### src/rtl/edt_pkg.sv
// Shared constants and helpers for the event delay tracker.
package edt_pkg;

  localparam int BYPASS_REG  = 0;
  localparam int BYPASS_COMB = 1;

  // All-ones value for a counter of the given width; capped at 64 bits.
  function automatic logic [63:0] cnt_max(input int unsigned width);
    return (width >= 64) ? {64{1'b1}} : ((64'd1 << width) - 64'd1);
  endfunction

endpackage

### src/rtl/event_delay_chan.sv
// One tracker channel: saturating elapsed-clock counter, first/seen flags,
// sampled condition and the delay compare.
module event_delay_chan
  import edt_pkg::*;
#(
  parameter int CNT_W  = 32,
  parameter int BYPASS = BYPASS_REG
) (
  input  logic             clk,
  input  logic             rst,
  input  logic             signal,
  input  logic             condition,
  input  logic             clr,
  input  logic [CNT_W-1:0] target,
  output logic [CNT_W-1:0] num,
  output logic             no_signal_yet,
  output logic             hit,
  output logic             first,
  output logic             cond_out,
  output logic             saturated
);

  localparam logic [CNT_W-1:0] CntMax = CNT_W'(cnt_max(CNT_W));

  logic [CNT_W-1:0] cnt_q, cnt_d;
  logic             seen_q, seen_d;
  logic             first_done_q, first_done_d;
  logic             cond_q, cond_d;

  always_comb begin
    cnt_d        = cnt_q;
    seen_d       = seen_q;
    first_done_d = first_done_q;
    cond_d       = cond_q;
    if (clr) begin
      cnt_d        = '0;
      seen_d       = 1'b0;
      first_done_d = 1'b0;
      cond_d       = 1'b0;
    end else if (signal) begin
      cnt_d        = CNT_W'(1);
      seen_d       = 1'b1;
      first_done_d = 1'b1;
      cond_d       = condition;
    end else if (cnt_q != CntMax) begin
      // Counting continues while never signalled; saturated masks that case.
      cnt_d = cnt_q + CNT_W'(1);
    end
  end

  always_ff @(posedge clk) begin
    if (rst) begin
      cnt_q        <= '0;
      seen_q       <= 1'b0;
      first_done_q <= 1'b0;
      cond_q       <= 1'b0;
    end else begin
      cnt_q        <= cnt_d;
      seen_q       <= seen_d;
      first_done_q <= first_done_d;
      cond_q       <= cond_d;
    end
  end

  generate
    if (BYPASS == BYPASS_COMB) begin : g_comb
      assign num           = signal ? '0 : cnt_q;
      assign no_signal_yet = signal ? 1'b0 : ~seen_q;
      assign cond_out      = signal ? condition : cond_q;
    end else begin : g_reg
      assign num           = cnt_q;
      assign no_signal_yet = ~seen_q;
      assign cond_out      = cond_q;
    end
  endgenerate

  assign hit       = ~no_signal_yet & (num == target);
  assign first     = signal & ~first_done_q;
  assign saturated = seen_q & (cnt_q == CntMax);

endmodule

### src/rtl/event_delay_tracker.sv
// Multi-channel elapsed-clock tracker: NCH independent channels plus the
// any_hit reduction.
module event_delay_tracker
  import edt_pkg::*;
#(
  parameter int NCH    = 4,
  parameter int CNT_W  = 32,
  parameter int BYPASS = BYPASS_REG
) (
  input  logic                 clk,
  input  logic                 rst,
  input  logic [NCH-1:0]       signal,
  input  logic [NCH-1:0]       condition,
  input  logic [NCH-1:0]       clr,
  input  logic [NCH*CNT_W-1:0] target,
  output logic [NCH*CNT_W-1:0] num,
  output logic [NCH-1:0]       no_signal_yet,
  output logic [NCH-1:0]       hit,
  output logic [NCH-1:0]       first,
  output logic [NCH-1:0]       cond_out,
  output logic [NCH-1:0]       saturated,
  output logic                 any_hit
);

  for (genvar c = 0; c < NCH; c++) begin : g_chan
    event_delay_chan #(
      .CNT_W  (CNT_W),
      .BYPASS (BYPASS)
    ) u_chan (
      .clk           (clk),
      .rst           (rst),
      .signal        (signal[c]),
      .condition     (condition[c]),
      .clr           (clr[c]),
      .target        (target[c*CNT_W +: CNT_W]),
      .num           (num[c*CNT_W +: CNT_W]),
      .no_signal_yet (no_signal_yet[c]),
      .hit           (hit[c]),
      .first         (first[c]),
      .cond_out      (cond_out[c]),
      .saturated     (saturated[c])
    );
  end

  assign any_hit = |hit;

endmodule
### config.mk
export PLATFORM = sky130hd
export DESIGN_NAME = event_delay_tracker
export DESIGN_NICKNAME = d
export VERILOG_FILES = /design/src/rtl/edt_pkg.sv /design/src/rtl/event_delay_chan.sv /design/src/rtl/event_delay_tracker.sv
export SDC_FILE = /design/constraint.sdc
export NUM_CORES = 1
export LEC_CHECK = 0
export CELL_PAD_IN_SITES_DETAIL_PLACEMENT = 1
export CELL_PAD_IN_SITES_GLOBAL_PLACEMENT = 1
export CORE_MARGIN = 10
export CORE_UTILIZATION = 30
export CTS_CLUSTER_SIZE = 30
export DETAILED_ROUTE_END_ITERATION = 12
export MAX_ROUTING_LAYER = met4
export PLACE_DENSITY_LB_ADDON = 0.08
export SYNTH_ARGS = -nofsm -noshare
export SYNTH_HDL_FRONTEND = slang
export SYNTH_HIERARCHICAL = 1
export SYNTH_SLANG_ARGS = --single-unit
### constraint.sdc
create_clock -name clk -period 2.4 [get_ports clk]
set_clock_uncertainty 0.1 [all_clocks]
set_input_delay 0.48 -clock clk [delete_from_list [all_inputs] [get_ports clk]]
set_output_delay 0.48 -clock clk [all_outputs]
set_load 0.02 [all_outputs]
* Word-level counts from Yosys, hierarchy flattened *
Index checks and enable logic that the tools add are counted.

storage, ports and cells
  register bits = 136
  bits of input ports = 142
  output and inout bits = 149
  word-level logic and storage cells = 69

operators by class
  $add $sub $neg = 4
  eq/ne operators = 12
  multiplexer cells = 8
  bitwise operators = 16
  reduce and logical (&&, ||, !) cells = 13

operators by type and width
  cell                                           number
  adder 32 x 1 -> 32 bit, second input constant  4
  equality test 32 bit                           4
  equality test 32 bit, second input constant    4
  inequality test 32 bit, second input constant  4
  AND 1 bit                                      12
  OR reduction 3 bit                             4
  2-to-1 mux 1 bit                               8
  nonzero test 2 bit                             4
  OR reduction 2 bit                             4
  NOT 1 bit                                      4
  OR reduction 4 bit                             1

* Longest topological paths before layout *
  word-level depth = 3
  depth in mapped cells = 7
  mapped depth without buffers = 6

* Modules after synthesis *
Netlist, hierarchy kept.

modules (own cells, without submodules)
  module               times used  cells each  area an instance (µm²)
  event_delay_chan     4           245         2,042.0
  event_delay_tracker  1           1           7.5

* Worst setup path after synthesis *
No wires, ideal clock.

  path kind = register to output
  from = reg g_chan[0].u_chan.cnt_q[0]
  to = out saturated[0]
  data arrival time = 2.293 ns
  path slack = -0.473 ns
  stages on the path, launching flop included = 7
  buffers on the path = 1
  path through = dfxtp_1 ha_1 nand3_1 or3_4 or4_1 buf_2 nor2_1

between the ends
  longest elaborated chain between the ends = 2

ends and longest elaborated chain
  what                      line                       RTL
  start: declaration        event_delay_chan.sv:25     logic [CNT_W-1:0] cnt_q, cnt_d;
  start signal: assignment  event_delay_chan.sv:58     cnt_q <= cnt_d;
  equality test 32 bit      event_delay_chan.sv:79     assign saturated = seen_q & (cnt_q == CntMax);
  AND 1 bit                 event_delay_chan.sv:79
  end: declaration          event_delay_tracker.sv:21  output logic [NCH-1:0] saturated,

No other way between the ends.

* Final worst setup path *
  from = in target[3]
  to = out any_hit

between the ends
  longest elaborated chain between the ends = 3

ends and longest elaborated chain
  what                  line                       RTL
  start: declaration    event_delay_tracker.sv:15  input logic [NCH*CNT_W-1:0] target,
  equality test 32 bit  event_delay_chan.sv:77     assign hit = ~no_signal_yet & (num == target);
  AND 1 bit             event_delay_chan.sv:77
  OR reduction 4 bit    event_delay_tracker.sv:45  assign any_hit = |hit;
  end: declaration      event_delay_tracker.sv:22  output logic any_hit

No other way between the ends.

==> results.yml <==
finish:
  fillerInstances: 3148
  drive_above_1_share: 0.3152
  design_area_sq_mm: 0.01453
  syn_to_final_growth_pct: 77.67
  finalNonFillerCells: 1875
  final_common_cell: "buf_4"
  final_nets: 1662
  final_cell_mix: "260 x buf_4, 227 x clkdlybuf4s50_1, 96 x xnor2_1"
timing:
  fin_ws_ps: -510.0
  slew_violations: 0
  post-route-period-util: 1.212
  slew_headroom: 0.6583
  fin_tns_setup_ps: -3238
  finalSetupViolCount: 9
  max_clock_freq_mhz: 343.6
  rsz0062_at_grt: "yes"
  finalHoldViolations: 0
  tightest_slew_ps: 508.7
  layout_min_cycle_time_ps: 2910
route:
  drt-pass1-iter-count: 7
  drc: 0
  final_antenna_net_count: 0
  via_per_inst: 5.148
  num_vias: 9653
  wire_per_inst_microns: 20.22
  drtIter0Drc: 349
  wl_mm: 37.92
floorplan:
  fp.coreArea_sq_mm: 0.02688
  initial_core_util: 0.3042
  ios: 291
  die_h_microns: 185.1
  die_area_sq_mm: 0.03425
  placementRows: 60
  die_width_microns: 185.1
power_and_ir_drop:
  p_clk_frac: 0.475
  netSwitchingPower_mw: 1.387
  powerDensity_mw_per_mm2: 375.2
  p_leak_nw: 5.211
  seqPwrFrac: 0.415
  p_total_mw: 5.450
  vdd_drop_max_v: 0.0003120
  p_int_mw: 4.064
  swShare: 0.2544
  pwr-share-comb: 0.110
cts:
  clock_sinks: 136
  cts-buffers-inserted: 17
  hold_buffers: 0
  clockBufferDepth: 2
  cts_tree: "built"
  insertion_delay_ps: 430
  htreeDepth: 4
  path_clk_slew_ps: 60
  cts-root-buf: "clkbuf_16"
synthesis:
  syn_area_sq_mm: 0.008175
  synthFlopType: "dfxtp_1"
  synth-edff-count: 0
  synth_area_per_cell_sq_um: 8.334
  yosysUniqueCellTypes: 41
  ys_seq_elements: 136
  async_flop_share: 0
  synth.area.top_cells: "dfxtp_1 33%, xnor2_1 13%, or3_1 6.1%"
  yosys.area.top_type_share: 0.3330
  ys_seq_area_frac: 0.3330
  synth_top_area_cell: "dfxtp_1"
  yosysWarningCount: 6
  synth_fp_nets: 1127
  syn_inst: 981
min_path:
  hold_path.class: "flip-flop to flip-flop"
grt:
  globalRouteTotalUtil: 0.2226
  busiest_layer: "met2"
  grt_pass1_wl_mm: 58.19
  antenna_found_initial: 5
  met2_usage: 0.3763
  grtUsageMet3: 0.04330
  met1_usage: 0.2646
  grt_pass1_vias: 10300
  overflow: 0
  grt_max_degree: 28
place:
  dp_hpwl_mm: 30.55
  dpl_cell_area_sq_mm: 0.01346
  place_congestion: 0.8790
  dpl_worst_slack_ps: -1103
  io_buffer_count: 290
  dp_cells: 1827
setup_path:
  worstSetupPathType: "input pin to output pin"
  cp.arrival_ps: 2330
  cp-end-kind: "output pin"
  worst_setup_path_start_kind: "input pin"
  cp.required_ps: 1820
  cp_max_fo: 2
job:
  drv_cap: 0
status:
  violations: "setup timing"
  outcome: "finished, violations left"
[worst paths after layout]
kind | from | endpoint | slack [ps] | depth (start not counted)
setup reg to reg | g_chan[3].u_chan/num[0]$_SDFFE_PP0P_ | g_chan[3].u_chan/num[0]$_SDFFE_PP0P_ | 150 | 8
hold reg to reg | g_chan[0].u_chan/cond_out$_SDFFE_PP0P_ | g_chan[0].u_chan/cond_out$_SDFFE_PP0P_ | 430 | 2
setup / recovery | target[3] | any_hit | -510 | 9
hold / removal | g_chan[0].u_chan/cond_out$_SDFFE_PP0P_ | g_chan[0].u_chan/cond_out$_SDFFE_PP0P_ | 430 | 2
[state kept, by name (all words and copies together), names as in the netlist]
| name | flops |
|---|---|
| g_chan.u_chan/num | 128 |
| g_chan.u_chan/cond_out | 4 |
| g_chan.u_chan/first_done_q | 4 |
[power by group through the flow]
stage               clock network, mW  registers [mW]  logic [mW]
finish                           2.59            2.26       0.598
global route                     2.75            2.26       0.637
CTS                              2.67            2.27       0.590
detailed placement                  0            2.32       0.584
global placement                    0            2.32       0.576
floorplan                           0            2.33       0.178
[routing by layer]
| metal | part of all wire | up-vias |
|---|---|---|
| li1 | - | 4703 |
| met1 | 0.44 | 4709 |
| met2 | 0.50 | 208 |
| met3 | 0.042 | 33 |
| met4 | 0.016 | 0 |
| met5 | 0 | - |
[worst max-delay path: stages]
cell	delay, ps
clkdlybuf4s50_1	470
xor2_1	170
nor4_1	70
buf_4	130
nand4_1	140
nor4_4	50
buf_4	160
or4_4	510
buf_6	150
[cell usage after synthesis (all sizes together), types with 8 or more instances]
cell and n:
a21oi 76, a31oi 16, and2 12, and4 8, buf 16, clkbuf 20
dfxtp 136, inv 16, mux2i 16, nand2 44, nand3 44, nand4 68
nor2 48, nor3 32, nor4 24, o21a 8, o21ai 92, or2 16
or3 88, or4 13, xnor2 120, xor2 20
[through the flow]
step,hold slack [ps],util
floorplan,370.8,-
global placement,387.2,0.5007
detailed placement,410.0,0.5007
CTS,435.7,0.5328
global route,467.5,0.5405
finish,426.1,0.5405
[layout make-up]
class,instances,area (sq um),share of cell area
Antenna cell,5,12.51,0.0008614
Clock buffer,19,442.9,0.03049
Clock inverter,13,121.4,0.008356
Inverter,16,60.06,0.004135
Multi-Input combinational cell,789,5669,0.3903
Sequential cell,136,2858,0.1967
Tap cell,341,426.7,0.02937
Timing Repair Buffer,556,4935,0.3397
[logic make-up after synthesis]
family                   after synthesis  share of synthesized area
AO/OA/AOI/OAI                        220                     0.1647
XOR/XNOR                             140                     0.1500
adder cells (fa/ha/maj)                4                   0.006122
buffers and inverters                 56                    0.03612
flip-flops                           136                     0.3330
multiplexers                          16                    0.01959
AND/OR/NAND/NOR                      409                     0.2905
[what timing repair did]
action,in CTS,in global routing
buffers inserted,9,3
endpoints found under the setup margin,11,11
pin swaps,58,32
gates resized for setup,146,42
(Power assumes the default switching activity.)
